### config.mk
export PLATFORM = sky130hd
export DESIGN_NAME = ulpi_reg_arbiter
export DESIGN_NICKNAME = d
export VERILOG_FILES = /design/src/rtl/ulpi_pkg.sv /design/src/rtl/rr_arbiter.sv /design/src/rtl/ulpi_reg_arbiter.sv
export SDC_FILE = /design/constraint.sdc
export NUM_CORES = 1
export LEC_CHECK = 0
export BUFFER_PORTS_ARGS = -buffer_cell sky130_fd_sc_hd__buf_2
export CAP_MARGIN = 10
export CORE_MARGIN = 2
export CORE_UTILIZATION = 47
export DETAILED_ROUTE_END_ITERATION = 10
export PLACE_DENSITY = 0.85
export SYNTH_ARGS = -nofsm -noshare
export SYNTH_HDL_FRONTEND = slang
export SYNTH_HIERARCHICAL = 1
export SYNTH_SLANG_ARGS = --single-unit
export TNS_END_PERCENT = 20
### constraint.sdc
create_clock -name clk -period 6.26 [get_ports clk]
set_clock_uncertainty 0.1 [all_clocks]
set_input_delay 1.252 -clock clk [delete_from_list [all_inputs] [get_ports clk]]
set_output_delay 1.252 -clock clk [all_outputs]
set_load 0.05 [all_outputs]
### src/rtl/ulpi_pkg.sv
// ULPI shared definitions.
//   - arb_state_e : register-port arbiter states (ARB_IDLE/ARB_BUSY/ARB_RELEASE)
//   - reg_txn_t   : one latched register transaction (rd, addr, wdata)
//   - ULPI immediate register addresses, also used by the bridge bench.
package ulpi_pkg;

  typedef enum logic [1:0] {
    ARB_IDLE    = 2'd0,
    ARB_BUSY    = 2'd1,
    ARB_RELEASE = 2'd2
  } arb_state_e;

  typedef struct packed {
    logic       rd;
    logic [7:0] addr;
    logic [7:0] wdata;
  } reg_txn_t;

  // ULPI immediate register map (write address; set/clear aliases at +1/+2)
  localparam logic [7:0] VENDOR_ID_LO  = 8'h00;
  localparam logic [7:0] VENDOR_ID_HI  = 8'h01;
  localparam logic [7:0] PRODUCT_ID_LO = 8'h02;
  localparam logic [7:0] PRODUCT_ID_HI = 8'h03;
  localparam logic [7:0] FUNC_CTRL     = 8'h04;
  localparam logic [7:0] IFC_CTRL      = 8'h07;
  localparam logic [7:0] OTG_CTRL      = 8'h0A;
  localparam logic [7:0] USB_INT_EN_R  = 8'h0D;
  localparam logic [7:0] USB_INT_EN_F  = 8'h10;
  localparam logic [7:0] USB_INT_STAT  = 8'h13;
  localparam logic [7:0] USB_INT_LATCH = 8'h14;
  localparam logic [7:0] DEBUG_REG     = 8'h15;
  localparam logic [7:0] SCRATCH       = 8'h16;

endpackage

### src/rtl/rr_arbiter.sv
// Combinational round-robin pick.
//   req [NUM_REQ]  : request bits
//   ptr [IDX_W]    : highest-priority index (must be < NUM_REQ)
//   gnt [NUM_REQ]  : one-hot grant, first set bit at/after ptr, wrapping
//   idx [IDX_W]    : binary index of gnt
//   vld            : any request present
module rr_arbiter #(
  parameter  int NUM_REQ = 3,
  localparam int IDX_W   = $clog2(NUM_REQ)
) (
  input  logic [NUM_REQ-1:0] req,
  input  logic [IDX_W-1:0]   ptr,
  output logic [NUM_REQ-1:0] gnt,
  output logic [IDX_W-1:0]   idx,
  output logic               vld
);

  int unsigned j;

  always_comb begin
    gnt = '0;
    idx = '0;
    vld = 1'b0;
    j   = 0;
    for (int k = 0; k < NUM_REQ; k++) begin
      j = int'(ptr) + k;
      if (j >= NUM_REQ) j = j - NUM_REQ;
      if (!vld && req[j]) begin
        vld    = 1'b1;
        idx    = IDX_W'(j);
        gnt[j] = 1'b1;
      end
    end
  end

endmodule

### src/rtl/ulpi_reg_arbiter.sv
// Round-robin sharing of the bridge's single ULPI register-access port among
// NUM_REQ requesters; one transaction in flight at a time.
//   clk, reset                  : clock, synchronous active-high reset
//   req_i/rd_i/addr_i/wdata_i   : per-requester request (8-bit fields packed n*8)
//   done_o/err_o/rdata_o        : one-cycle completion (+abort) to the grantee
//   reg_req/reg_rd/reg_addr/
//   reg_wdata                   : request to bridge, held until reg_req_done
//   reg_req_done/reg_rdata      : completion pulse and read data from bridge
// Optional: define ULPI_REG_ARB_TIMEOUT_EN to abort a transaction after
// TIMEOUT_CYCLES busy cycles without reg_req_done (done_o+err_o, rdata_o=0).
module ulpi_reg_arbiter
  import ulpi_pkg::*;
#(
  parameter int NUM_REQ        = 3,
  parameter int TIMEOUT_CYCLES = 255
) (
  input  logic                 clk,
  input  logic                 reset,
  input  logic [NUM_REQ-1:0]   req_i,
  input  logic [NUM_REQ-1:0]   rd_i,
  input  logic [8*NUM_REQ-1:0] addr_i,
  input  logic [8*NUM_REQ-1:0] wdata_i,
  output logic [NUM_REQ-1:0]   done_o,
  output logic [NUM_REQ-1:0]   err_o,
  output logic [7:0]           rdata_o,
  output logic                 reg_req,
  output logic                 reg_rd,
  output logic [7:0]           reg_addr,
  output logic [7:0]           reg_wdata,
  input  logic                 reg_req_done,
  input  logic [7:0]           reg_rdata
);

  localparam int IDX_W = $clog2(NUM_REQ);

  if (NUM_REQ < 2 || NUM_REQ > 8 || TIMEOUT_CYCLES < 1) begin : g_bad_param
    $error("ulpi_reg_arbiter: NUM_REQ must be 2..8, TIMEOUT_CYCLES >= 1");
  end

  arb_state_e         state, state_nxt;
  logic [IDX_W-1:0]   rr_ptr, gnt_idx;
  logic [NUM_REQ-1:0] arb_gnt;
  logic [IDX_W-1:0]   arb_idx;
  logic               arb_vld;
  reg_txn_t           sel;
  logic               start, finish, abort, to_hit;

  rr_arbiter #(.NUM_REQ(NUM_REQ)) u_rr (
    .req (req_i),
    .ptr (rr_ptr),
    .gnt (arb_gnt),
    .idx (arb_idx),
    .vld (arb_vld)
  );

  // One-hot AND-OR mux of the winning requester's fields
  always_comb begin
    sel = '0;
    for (int k = 0; k < NUM_REQ; k++)
      if (arb_gnt[k]) sel = sel | reg_txn_t'({rd_i[k], addr_i[8*k +: 8], wdata_i[8*k +: 8]});
  end

  always_comb begin
    state_nxt = state;
    start     = 1'b0;
    finish    = 1'b0;
    abort     = 1'b0;
    case (state)
      ARB_IDLE: if (arb_vld) begin
        start     = 1'b1;
        state_nxt = ARB_BUSY;
      end
      ARB_BUSY: begin
        // a real completion in the limit cycle beats the timeout
        if (reg_req_done) begin
          finish    = 1'b1;
          state_nxt = ARB_RELEASE;
        end else if (to_hit) begin
          finish    = 1'b1;
          abort     = 1'b1;
          state_nxt = ARB_RELEASE;
        end
      end
      ARB_RELEASE: state_nxt = ARB_IDLE;
      default:     state_nxt = ARB_IDLE;
    endcase
  end

  always_ff @(posedge clk) begin
    if (reset) begin
      state     <= ARB_IDLE;
      rr_ptr    <= '0;
      gnt_idx   <= '0;
      reg_req   <= 1'b0;
      reg_rd    <= 1'b0;
      reg_addr  <= '0;
      reg_wdata <= '0;
      done_o    <= '0;
      rdata_o   <= '0;
    end else begin
      state   <= state_nxt;
      done_o  <= finish ? (NUM_REQ'(1) << gnt_idx) : '0;
      rdata_o <= (finish && !abort && reg_rd) ? reg_rdata : 8'h00;
      if (start) begin
        reg_req   <= 1'b1;
        reg_rd    <= sel.rd;
        reg_addr  <= sel.addr;
        reg_wdata <= sel.wdata;
        gnt_idx   <= arb_idx;
      end
      if (finish) begin
        reg_req <= 1'b0;
        rr_ptr  <= (gnt_idx == IDX_W'(NUM_REQ-1)) ? '0 : gnt_idx + 1'b1;
      end
    end
  end

`ifdef ULPI_REG_ARB_TIMEOUT_EN
  localparam int TO_W = $clog2(TIMEOUT_CYCLES+1);
  logic [TO_W-1:0] to_cnt;

  // to_cnt equals the index of the current busy cycle (0 on the first)
  assign to_hit = (to_cnt == TO_W'(TIMEOUT_CYCLES));

  always_ff @(posedge clk) begin
    if (reset) begin
      to_cnt <= '0;
      err_o  <= '0;
    end else begin
      err_o <= abort ? (NUM_REQ'(1) << gnt_idx) : '0;
      if (start)                  to_cnt <= '0;
      else if (state == ARB_BUSY) to_cnt <= to_cnt + 1'b1;
    end
  end
`else
  assign to_hit = 1'b0;
  assign err_o  = '0;
`endif

endmodule
== Word level (Yosys, flattened, before mapping) ==
Index checks and enable logic that the tools add are counted.

* Flip-flop bits (word level): 35
* Output and inout bits: 32
* Input port bits: 65

* Magnitude comparators: 9
* Multiplexer cells: 35
* Reductions and logical operators: 13
* Equality and inequality tests: 4
* Add/subtract/negate cells: 6
* Shift-type cells: 1
* Bitwise gates (word level): 6

{| class="wikitable"
|+ Operator list
! operator !! count
|-
| 32-bit by 1-bit greater-or-equal comparator with 1-bit output, second input constant || 3
|-
| 32-bit by 3-bit less-than comparator with 1-bit output, second input constant || 3
|-
| 32-bit 2-to-1 mux || 3
|-
| 32-bit by 2-bit greater-or-equal comparator with 1-bit output, second input constant || 2
|-
| 32-bit by 2-bit subtractor with 32-bit output, second input constant || 2
|-
| 17-bit 2-to-1 mux || 3
|-
| 17-bit bitwise OR || 2
|-
| 1-bit 2-to-1 mux || 13
|-
| 2-bit 2-to-1 mux || 6
|-
| 3-bit 2-to-1 mux || 3
|-
| 1-bit binary-select mux with 2-bit select || 3
|-
| 1-bit demux with 2-bit select || 3
|-
| 1-bit logical AND || 6
|-
| 3-bit bitwise OR || 2
|-
| 2-bit OR reduction || 3
|-
| 2-bit != test, second input constant || 2
|-
| 2-bit case mux with 2 select lines || 1
|-
| 2-bit by 1-bit adder with 3-bit output, second input constant || 1
|-
| 2-bit by 2-bit adder with 3-bit output, second input constant || 1
|-
| 1-bit by 2-bit << shifter with 3-bit output, first input constant || 1
|-
| 2-bit by 2-bit subtractor with 3-bit output, second input constant || 1
|-
| 2-bit by 1-bit adder with 2-bit output, second input constant || 1
|-
| 2-bit by 1-bit equality test with 1-bit output, second input constant || 1
|-
| 2-bit equality test, second input constant || 1
|-
| other kinds (5) || 7
|}

== Depth between registers and ports, before layout ==
Gate-level depths: netlist of run 1.

* Depth in word-level cells: 16
* Depth in mapped cells: 12
* Depth with buffers taken out: 9

== Modules after synthesis ==
Netlist of run 1, hierarchy kept.

{| class="wikitable"
|+ Modules (own cells, without submodules)
! module !! cells each !! seq. area each (µm²) !! instances !! area an instance (µm²)
|-
| ulpi_reg_arbiter || 135 || 700.7 || 1 || 1393.8
|-
| rr_arbiter || 47 || 0.0 || 1 || 361.6
|}

== Least setup slack after synthesis of run 1 ==
Ideal clock, no wire load.

* Path type: input to register
* From: in req_i[2]
* To: reg reg_addr[0]
* Stages: 8
* Library setup time: 86 ps
* Required time: 6074 ps
* Setup slack: 3518 ps
* Arrival: 2557 ps
* Cells stage by stage: nand3b_1 a21oi_1 o21ai_0 a221oi_1 buf_2 clkbuf_1 a222oi_1 a211oi_1

{| class="wikitable"
|+ RTL lines
! what !! RTL line !! source
|-
| start: declaration || ulpi_reg_arbiter.sv:19 || <nowiki>input logic [NUM_REQ-1:0] req_i,</nowiki>
|-
| 1-bit binary-select mux with 2-bit select || rr_arbiter.sv:28 || <nowiki>if (!vld && req[j]) begin</nowiki>
|-
| 1-bit 2-to-1 mux (not written as such) || rr_arbiter.sv:28 ||
|-
| 1-bit 2-to-1 mux || rr_arbiter.sv:28 ||
|-
| 1-bit logical NOT || rr_arbiter.sv:28 ||
|-
| 1-bit logical AND || rr_arbiter.sv:28 ||
|-
| 1-bit 2-to-1 mux || rr_arbiter.sv:28 ||
|-
| 1-bit logical NOT || rr_arbiter.sv:28 ||
|-
| 1-bit logical AND || rr_arbiter.sv:28 ||
|-
| 3-bit 2-to-1 mux (*) || rr_arbiter.sv:28 ||
|-
| via arb_gnt[2] || ulpi_reg_arbiter.sv:42 || <nowiki>logic [NUM_REQ-1:0] arb_gnt;</nowiki>
|-
| 17-bit 2-to-1 mux (*) || ulpi_reg_arbiter.sv:60 || <nowiki>if (arb_gnt[k]) sel = sel | reg_txn_t'({rd_i[k], addr_i[8*k +: 8], wdata_i[8*k +: 8]});</nowiki>
|-
| end signal: assignment || ulpi_reg_arbiter.sv:107 || <nowiki>reg_addr <= sel.addr;</nowiki>
|-
| end: declaration || ulpi_reg_arbiter.sv:28 || <nowiki>output logic [7:0] reg_addr,</nowiki>
|}

The timed path passes the listed nets; every way through them passes the cells marked *. The select of a mux whose other input is x is not followed.
A chain may end at the register's enable or synchronous reset.

== Worst setup path after layout of run 1 ==
* From: in req_i[0]
* To: reg reg_addr[5]

* Word-level cells in the longest chain between the ends: 14

{| class="wikitable"
|+ RTL lines
! what !! RTL line
|-
| 1-bit binary-select mux with 2-bit select || rr_arbiter.sv:28
|-
| 1-bit 2-to-1 mux (not written as such) || rr_arbiter.sv:28
|-
| 1-bit 2-to-1 mux || rr_arbiter.sv:28
|-
| 1-bit logical NOT || rr_arbiter.sv:28
|-
| 1-bit logical AND || rr_arbiter.sv:28
|-
| 1-bit 2-to-1 mux || rr_arbiter.sv:28
|-
| 1-bit logical NOT || rr_arbiter.sv:28
|-
| 1-bit logical AND || rr_arbiter.sv:28
|-
| 3-bit 2-to-1 mux (*) || rr_arbiter.sv:28
|-
| via arb_gnt[0] || ulpi_reg_arbiter.sv:42
|-
| 17-bit 2-to-1 mux (*) || ulpi_reg_arbiter.sv:60
|-
| 17-bit bitwise OR || ulpi_reg_arbiter.sv:60
|-
| 17-bit 2-to-1 mux (*) || ulpi_reg_arbiter.sv:60
|-
| 17-bit bitwise OR || ulpi_reg_arbiter.sv:60
|-
| 17-bit 2-to-1 mux (*) || ulpi_reg_arbiter.sv:60
|}

Marked as above.

==> impl_metrics.toml, run 1 <==
[status]
status = "finished, final reports clean"

[routing]
wl_met2_microns = 2000
drt_iter0_drc = 205
via_count = 1718
dr.pass1.iters = 6
wl_microns = 4240
wl_per_cell_microns = 13.4
wl_met1_microns = 1780
avgViaCountPerCell = 5.44
drt_drc_violations_left = 0
wl_met3_microns = 409
top_layer_used = "met4"
ant_nets = 0

[worst_setup_path]
arrival_ps = 3390
end_kind = "register"
cpMaxStageDelayCell = "o21ai_1"
setup.worst_path.start_class = "input port"
worstSetupPathType = "in -> reg"
slowest_delay_ps = 930
crit_fanout = 17
required_ps = 6350
worstPathCellList = "buf_2 -> mux2i_1 -> o21ai_0 -> a22oi_1 -> o21ai_1 -> a222oi_1 -> a211oi_1"

[die]
ios = 97
die_w_microns = 65.1
start_util_pct = 48.3
die_area_sq_mm = 0.00424
fp.dieH_microns = 65.1
fp-row-count = 22
coreArea_sq_mm = 0.00363

[place]
place.gp.congestion = 0.833
pre_cts_ws_ps = 2730
dp_hpwl_microns = 2970
place_area_sq_mm = 0.00218
io_buffer_count = 93

[finish]
regArea_sq_um = 701
drive_above_1_share_pct = 41.0
multi_input_area_sq_um = 916
layout.nets = 337
area_growth_pct = 29.6
fillers = 338
fin_area_sq_mm = 0.00227
antenna-diode-count = 0

[pwr]
p_seq_share_pct = 39.4
ir_worst_vdd_v = 0.000196
p_int_mw = 0.413
sw_frac_of_total_pct = 37.8
p_per_area_mw_per_mm2 = 292
p_sw_mw = 0.251
leakage_nw = 1.09
power_mw = 0.664
p_clk_share_pct = 24.6
combinationalPowerShare_pct = 36.0

[clocking]
insertion_delay_ps = 290
post_cts_buffers = 0
clk_pin_slew_worst_paths_ps = 70
htree_levels = 2
cts_tree = "built"
clock-sinks = 35
clockBufferDepth = 2
cts_hold_buf = 0
numCtsBuffers = 5
cts_root_buf = "clkbuf_8"
cts_resized = 0

[sta]
drv_slew = 0
finalCritPeriodShare_pct = 52.6
layout_setup_ws_ps = 2970
clock.fmax_mhz = 304
slew_headroom_pct = 19.7
final.setup.tns_ps = 0
min_period_ps = 3290
tightest_slew_ps = 1200
setup_violations = 0
hold_viol = 0
rsz0062_at_grt = "false"

[synthesis]
seq_area_frac_synth_pct = 39.9
synth_edf_count = 0
yosysMostFrequentCell = "dfxtp_1"
synth_flop_cell = "dfxtp_1"
ys_ff_latch = 35
yosysWarnings = 6
syn_area_per_cell_sq_um = 9.65
async_flop_share_pct = 0
synth.distinct_cells = 36
syn-cell-area_sq_mm = 0.00176
synthTopCellsByArea = "dfxtp_1 40%, a222oi_1 9.7%, a211oi_1 7.3%, nor2_1 5.1%, mux2i_1 4.6%"
synthTopCellsByCount = "35 x dfxtp_1, 24 x nor2_1, 17 x a211oi_1, 17 x a222oi_1, 9 x and2_1"
yosys.area.top_type = "dfxtp_1"
syn_inst = 182
yosysTopAreaCellShare_pct = 39.9

[global_route]
grt_use_total_pct = 20.7
first_global_vias = 1534
grt_overflow = 0
grt_max_degree = 38
grt_pass1_wl_microns = 6850
antenna_found_initial = 0

[job]
drv_cap = 0

[min_path]
hp-class = "reg -> reg"
-- sequential cells by signal (all words and copies together), names as in the netlist --
| name | flops |
|---|---|
| done_o | 3 |
| gnt_idx | 2 |
| rdata_o | 8 |
| reg_addr | 8 |
| reg_rd | 1 |
| reg_req | 1 |
| reg_wdata | 8 |
| rr_ptr | 2 |
| state | 2 |
-- logic make-up (layout without fill, tap and decap cells) --
logic type	Yosys count	after routing	synth area share, %
fa+ha+maj	4	4	2.85
mux	10	10	7.13
other cells	1	3	0.214
buf+inv	25	109	9.05
compound gates	52	52	23.5
simple gates	55	55	17.4
flops	35	35	39.9
-- per-layer routing --
layer / GRT usage (%) / up-vias
met4: 5.73 / 0
met3: 7.02 / 6
li1: - / 841
met1: 26.3 / 779
met5: 0 / -
met2: 33.6 / 92
-- per-stage QoR --
stage               cells  util [%]  hold slack, ps
CTS                   315      62.3             398
global placement      308      59.9             373
detailed placement    308      59.9             389
global route          316      62.6             424
finish                316      62.6             400
floorplan             184         -             345
-- cell type report --
cell class                 instances  area share [%]
tap                               48            2.64
clock buffer                       6            3.63
clock inverter                     1           0.220
inverter                           7            1.16
multi-input combinational        124            40.3
timing repair buffer              95            21.3
sequential                        35            30.8
-- path summary, 6_finish.rpt --
kind	from	end	slack, ps	cells past startpoint
max	req_i[0]	reg_addr[5]	2970	7
min	reg_wdata[2]	reg_wdata[2]	400	2
max reg2reg	rr_ptr[0]	reg_addr[5]	3170	8
min reg2reg	reg_wdata[2]	reg_wdata[2]	400	2
-- power groups by stage --
| stage | combinational, mW | sequential [mW] | clock (mW) |
|---|---|---|---|
| floorplan | 0.118 | 0.337 | 0 |
| CTS | 0.236 | 0.261 | 0.166 |
| finish | 0.239 | 0.262 | 0.163 |
| detailed placement | 0.236 | 0.266 | 0 |
| global route | 0.258 | 0.265 | 0.173 |
| global placement | 0.233 | 0.266 | 0 |
-- worst max-delay path: cells and delay by family --
kind / cells / cell delay, ps
buffers and inverters: 1 / 150
muxes: 1 / 100
AOI/OAI and AO/OA: 5 / 1880
-- cell usage in the layout (no fill, tap or decap), drive strengths merged --
master	count
a211oi	17
a21oi	5
a221oi	1
a222oi	17
a22o	1
a22oi	1
and2	9
buf	95
clkbuf	6
clkinv	1
conb	3
dfxtp	35
ha	4
inv	7
mux2i	10
nand2	4
nand2b	1
nand3b	3
nor2	24
nor2b	2
nor3	3
nor3b	3
nor4b	1
o211a	1
o211ai	1
o21a	1
o21ai	7
or2	1
or3	3
or3b	1
No activity file was read; power rests on OpenSTA's default activity.
==> run 2, diff against run 1 <==
--- a/config.mk
+++ b/config.mk
@@ -5,12 +5,13 @@
 export SDC_FILE = /design/constraint.sdc
 export NUM_CORES = 1
 export LEC_CHECK = 0
+export ABC_AREA = 1
 export BUFFER_PORTS_ARGS = -buffer_cell sky130_fd_sc_hd__buf_2
 export CAP_MARGIN = 10
 export CORE_MARGIN = 2
-export CORE_UTILIZATION = 47
+export CORE_UTILIZATION = 45
 export DETAILED_ROUTE_END_ITERATION = 10
-export PLACE_DENSITY = 0.85
+export PLACE_DENSITY = 0.8
 export SYNTH_ARGS = -nofsm -noshare
 export SYNTH_HDL_FRONTEND = slang
 export SYNTH_HIERARCHICAL = 1
==> constraint.sdc (replaced) <==
create_clock -name clk -period 3.13 [get_ports clk]
set_clock_uncertainty 0.1 [all_clocks]
set_input_delay 0.626 -clock clk [delete_from_list [all_inputs] [get_ports clk]]
set_output_delay 0.626 -clock clk [all_outputs]
set_load 0.05 [all_outputs]
==> impl_metrics.toml, run 2 <==
[status]
status = "finished, final reports clean"

[worst_setup_path]
slowest_delay_ps = 480
cp_top_family = "simple AND/OR/NAND/NOR gates"
r2r_slack_ps = 620
crit_fanout = 21
worstPathCellList = "inv_1 -> ha_1 -> inv_1 -> nand2_1 -> nand3_1 -> nand2_2 -> inv_2 -> nand4_1 -> nand2_1 -> buf_4 -> nand2_1 -> nand2_1 -> nor2_1"
path_common_cell = "nand2_1"
required_ps = 3210
path_buf_inv = 4
cpMaxStageDelayCell = "nand2_1"
worstSetupPathType = "reg -> reg"
setup.worst_path.start_class = "register"
end_kind = "register"
arrival_ps = 2590

[global_route]
grt_max_degree = 22
first_global_vias = 1826
grt_pass1_wl_microns = 7530
antenna_found_initial = 0
grt_use_total_pct = 19.0
grt_overflow = 0

[min_path]
hp-class = "reg -> reg"

[job]
drv_cap = 0

[synthesis]
yosysWarnings = 6
async_flop_share_pct = 0
syn_area_per_cell_sq_um = 6.15
yosysTopAreaCellShare_pct = 36.7
syn-cell-area_sq_mm = 0.00191
ys_ff_latch = 35
synth_edf_count = 0
synth_flop_cell = "dfxtp_1"
syn_inst = 310
synthTopCellsByArea = "dfxtp_1 37%, nand2_1 22%, nor2_1 10%, inv_1 9.1%, nand3_1 7.9%"
synthTopCellsByCount = "110 x nand2_1, 51 x nor2_1, 46 x inv_1"
yosysMostFrequentCell = "nand2_1"
yosys.area.top_type = "dfxtp_1"
seq_area_frac_synth_pct = 36.7
synth.distinct_cells = 19

[finish]
drive_above_1_share_pct = 27.3
multi_input_area_sq_um = 930
antenna-diode-count = 0
regArea_sq_um = 701
area_growth_pct = 27.5
layout.nets = 467
top_regs = "rdata_o (8), reg_addr (8), reg_wdata (8)"
fillers = 403
post-route-util_pct = 60.3
fin_area_sq_mm = 0.00243
layout_common_cells = "110 x nand2_1, 93 x buf_2, 51 x nor2_1"
stdcell_count = 449
final_common_cell = "nand2_1"

[clocking]
insertion_delay_ps = 280
cts_hold_buf = 0
clockBufferDepth = 2
htree_levels = 2
cts_resized = 0
cts_root_buf = "clkbuf_8"
numCtsBuffers = 5
clk_pin_slew_worst_paths_ps = 70
post_cts_buffers = 0
cts_tree = "built"
clock-sinks = 35

[sta]
holdWs_ps = 366
final.setup.tns_ps = 0
layout_setup_ws_ps = 624
tightest_slew_ps = 625
slew_headroom_pct = 58.2
setup_violations = 0
hold_viol = 0
clock.fmax_mhz = 399
finalCritPeriodShare_pct = 80.1
min_period_ps = 2510
drv_slew = 0
rsz0062_at_grt = "false"

[routing]
wl_per_cell_microns = 9.60
via_count = 2035
dr.pass1.iters = 4
wl_microns = 4310
drt_iter0_drc = 102
drt_drc_violations_left = 0
avgViaCountPerCell = 4.53
ant_nets = 0

[pwr]
power_mw = 1.53
leakage_nw = 1.44
ir_worst_vdd_v = 0.000308
p_per_area_mw_per_mm2 = 627

[die]
ios = 97
start_util_pct = 47.3
die_area_sq_mm = 0.00477
coreArea_sq_mm = 0.00403
die_w_microns = 69.1
fp-row-count = 23
fp.dieH_microns = 69.1

[place]
place.gp.congestion = 0.813
io_buffer_count = 93
pre_cts_ws_ps = 649
dp_hpwl_microns = 3360
place_area_sq_mm = 0.00235
placed_cells = 441
==> run 2: changes by cell type in the layout (fill, tap and decap cells not counted), sizes merged, moves of 4 or more <==
| cell | before | now |
|---|---|---|
| a211oi | 17 | 0 |
| a21oi | 5 | 1 |
| a222oi | 17 | 0 |
| and2 | 9 | 0 |
| inv | 7 | 48 |
| mux2i | 10 | 0 |
| nand2 | 4 | 114 |
| nand3 | 0 | 31 |
| nand4 | 0 | 4 |
| nor2 | 24 | 52 |
==> run 2: cell type report <==
cell class / count / area share, %
clock inverter: 2 / 0.515
sequential: 35 / 28.8
clock buffer: 6 / 2.99
inverter: 48 / 7.41
multi-input combinational: 214 / 38.2
tap: 50 / 2.57
timing repair buffer: 94 / 19.5
==> run 2: worst reg2reg max path, cell delays in order, from the launching register on <==
cell     delay (ps)
dfxtp_1         380
inv_1            80
ha_1            370
inv_1           110
nand2_1          60
nand3_1          80
nand2_2          90
inv_2            80
nand4_1          70
nand2_1         480
buf_4           320
nand2_1          70
nand2_1          60
nor2_1           50
==> run 2: path summary, 6_finish.rpt <==
path	startpoint	endpoint	cells after the start
setup / recovery	rr_ptr[0]	reg_wdata[1]	13
hold / removal	gnt_idx[1]	done_o[2]	2
setup reg to reg	rr_ptr[0]	reg_wdata[1]	13
hold reg to reg	gnt_idx[1]	done_o[2]	2
==> run 2: power breakdown <==
group          switching (mW)  total, mW  internal [mW]
combinational           0.479      0.666          0.187
sequential             0.0348      0.547          0.512
clock                   0.157      0.312          0.155
total                   0.671       1.53          0.854
==> run 2: layer usage <==
metal	wire [microns]	up-vias	global-route usage (%)
met5	0	-	0
met2	2000	76	31.3
met4	63	0	6.75
met3	357	7	5.41
met1	1890	865	23.6
li1	-	1087	-
==> run 2: logic make-up (layout without fill, tap and decap cells) <==
group	Yosys count	in the layout	share of synthesized area [%]
buffers and inverters	63	150	14.9
flip-flops	35	35	36.7
AO/OA/AOI/OAI	5	5	1.31
other	1	3	0.197
adder cells (fa/ha/maj)	4	4	2.62
AND/OR/NAND/NOR	202	202	44.2
==> run 3, diff against run 2 <==
--- a/config.mk
+++ b/config.mk
@@ -5,11 +5,11 @@
 export SDC_FILE = /design/constraint.sdc
 export NUM_CORES = 1
 export LEC_CHECK = 0
-export ABC_AREA = 1
+export ABC_AREA = 0
 export BUFFER_PORTS_ARGS = -buffer_cell sky130_fd_sc_hd__buf_2
 export CAP_MARGIN = 10
 export CORE_MARGIN = 2
-export CORE_UTILIZATION = 45
+export CORE_UTILIZATION = 44
 export DETAILED_ROUTE_END_ITERATION = 10
 export PLACE_DENSITY = 0.8
 export SYNTH_ARGS = -nofsm -noshare
==> constraint.sdc (replaced) <==
create_clock -name clk -period 2.6 [get_ports clk]
set_clock_uncertainty 0.1 [all_clocks]
set_input_delay 0.52 -clock clk [delete_from_list [all_inputs] [get_ports clk]]
set_output_delay 0.52 -clock clk [all_outputs]
set_load 0.05 [all_outputs]
==> impl_metrics.toml, run 3 (synthesis results as in run 1) <==
[status]
status = "finished, final reports clean"

[min_path]
hold_start = "reg_rdata[7]"
hp-class = "in -> reg"
holdPathEnd = "rdata_o[7]"
min_path_cells = 2

[die]
start_util_pct = 46.9
fp-row-count = 22
die_area_sq_mm = 0.00451
die_w_microns = 67.2
coreArea_sq_mm = 0.00374
ios = 97
fp.dieH_microns = 67.2

[worst_setup_path]
arrival_ps = 2490
setup.worst_path.start_class = "register"
end_kind = "register"
worstSetupPathType = "reg -> reg"
worstPathCellList = "inv_1 -> ha_1 -> mux2i_1 -> nor2_1 -> a21oi_2 -> or3b_1 -> nor3b_4 -> buf_4 -> buf_12 -> nor2_1 -> a211oi_1"
slowest_delay_ps = 390
worstRegToRegCells = 11
cpMaxStageDelayCell = "or3b_1"
regToRegEndpoint = "reg_wdata[0]"
crit_fanout = 19
path_common_cell = "nor2_1"
required_ps = 2650
worstReg2RegStart = "rr_ptr[0]"
r2r_slack_ps = 160

[sta]
holdWs_ps = 334
final.setup.tns_ps = 0
finalCritPeriodShare_pct = 93.8
clock.fmax_mhz = 410
layout_setup_ws_ps = 162
hold_viol = 0
rsz0062_at_grt = "false"
min_period_ps = 2440
setup_violations = 0
drv_slew = 0

[routing]
drt_iter0_drc = 121
drt_drc_violations_left = 0
ant_nets = 0
dr.pass1.iters = 5
via_count = 1758
wl_microns = 4380
wl_per_cell_microns = 13.2
avgViaCountPerCell = 5.31

[place]
place_area_sq_mm = 0.00228
dp_hpwl_microns = 3300
placed_cells = 320
io_buffer_count = 93
place.gp.congestion = 0.781
pre_cts_ws_ps = 33.2

[finish]
final_common_cell = "buf_2"
post-route-util_pct = 64.1
fin_area_sq_mm = 0.00240
layout.nets = 351
area_growth_pct = 36.6
top_regs = "rdata_o (8), reg_addr (8), reg_wdata (8)"
layout_common_cells = "93 x buf_2, 34 x dfxtp_1, 24 x nor2_1"
antenna-diode-count = 0
drive_above_1_share_pct = 44.5
stdcell_count = 331

[clocking]
cts_root_buf = "clkbuf_8"
clk_pin_slew_worst_paths_ps = 70
clock-sinks = 35
insertion_delay_ps = 280
htree_levels = 2
numCtsBuffers = 5
cts_tree = "built"
clockBufferDepth = 2

[pwr]
leakage_nw = 1.16
p_per_area_mw_per_mm2 = 680
ir_worst_vdd_v = 0.000386
power_mw = 1.63

[global_route]
first_global_vias = 1440
grt_max_degree = 26
grt_pass1_wl_microns = 6330
grt_use_total_pct = 18.4
antenna_found_initial = 0
grt_overflow = 0

[job]
drv_cap = 0
## run 3: worst max-delay path by stage
stage | slack, ps | startpoint | end
finish | 160 | rr_ptr[0] | reg_wdata[0]
global route | 7 | rr_ptr[0] | reg_addr[4]
CTS | 7 | rr_ptr[1] | reg_wdata[0]
detailed placement | 30 | rr_ptr[0] | reg_wdata[0]
global placement | 120 | rr_ptr[1] | reg_addr[4]
floorplan | 220 | rr_ptr[0] | reg_addr[0]
## run 3: routing by layer
| layer | share of wire [%] | wire length, microns | global-route usage [%] |
|---|---|---|---|
| met1 | 39 | 1710 | 22.0 |
| met2 | 53 | 2310 | 32.2 |
| met3 | 6.7 | 294 | 4.00 |
| met4 | 1.4 | 61 | 6.89 |
| met5 | 0 | 0 | 0 |
## run 3: what timing repair did
item                                    CTS  global route
buffers inserted                          0             3
resized for setup                         0             6
endpoints found under the setup margin    0            19
hold buffers                              0             0
## run 3: final cells by class
class                      instances  area [sq um]
tap                               48          60.1
sequential                        35           702
multi-input combinational        124           923
clock inverter                     1          5.00
fill                             326          1350
timing repair buffer             109           606
clock buffer                       7          76.3
inverter                           7          26.3
## run 3: worst max-delay path, delay by kind of cell, from the launching register on
| kind | cells | cell delay [ps] |
|---|---|---|
| fa+ha+maj | 1 | 340 |
| buf+inv | 3 | 370 |
| mux | 1 | 210 |
| compound gates | 2 | 200 |
| flops | 1 | 350 |
| simple gates | 4 | 730 |
## run 3: where the power goes
| part | total (mW) | internal [mW] | leakage, nW | switching, mW |
|---|---|---|---|---|
| Combinational | 0.635 | 0.237 | 0.833 | 0.397 |
| Clock | 0.365 | 0.188 | 0.0422 | 0.178 |
| Sequential | 0.630 | 0.595 | 0.288 | 0.0351 |
| Total | 1.63 | 1.02 | 1.16 | 0.610 |
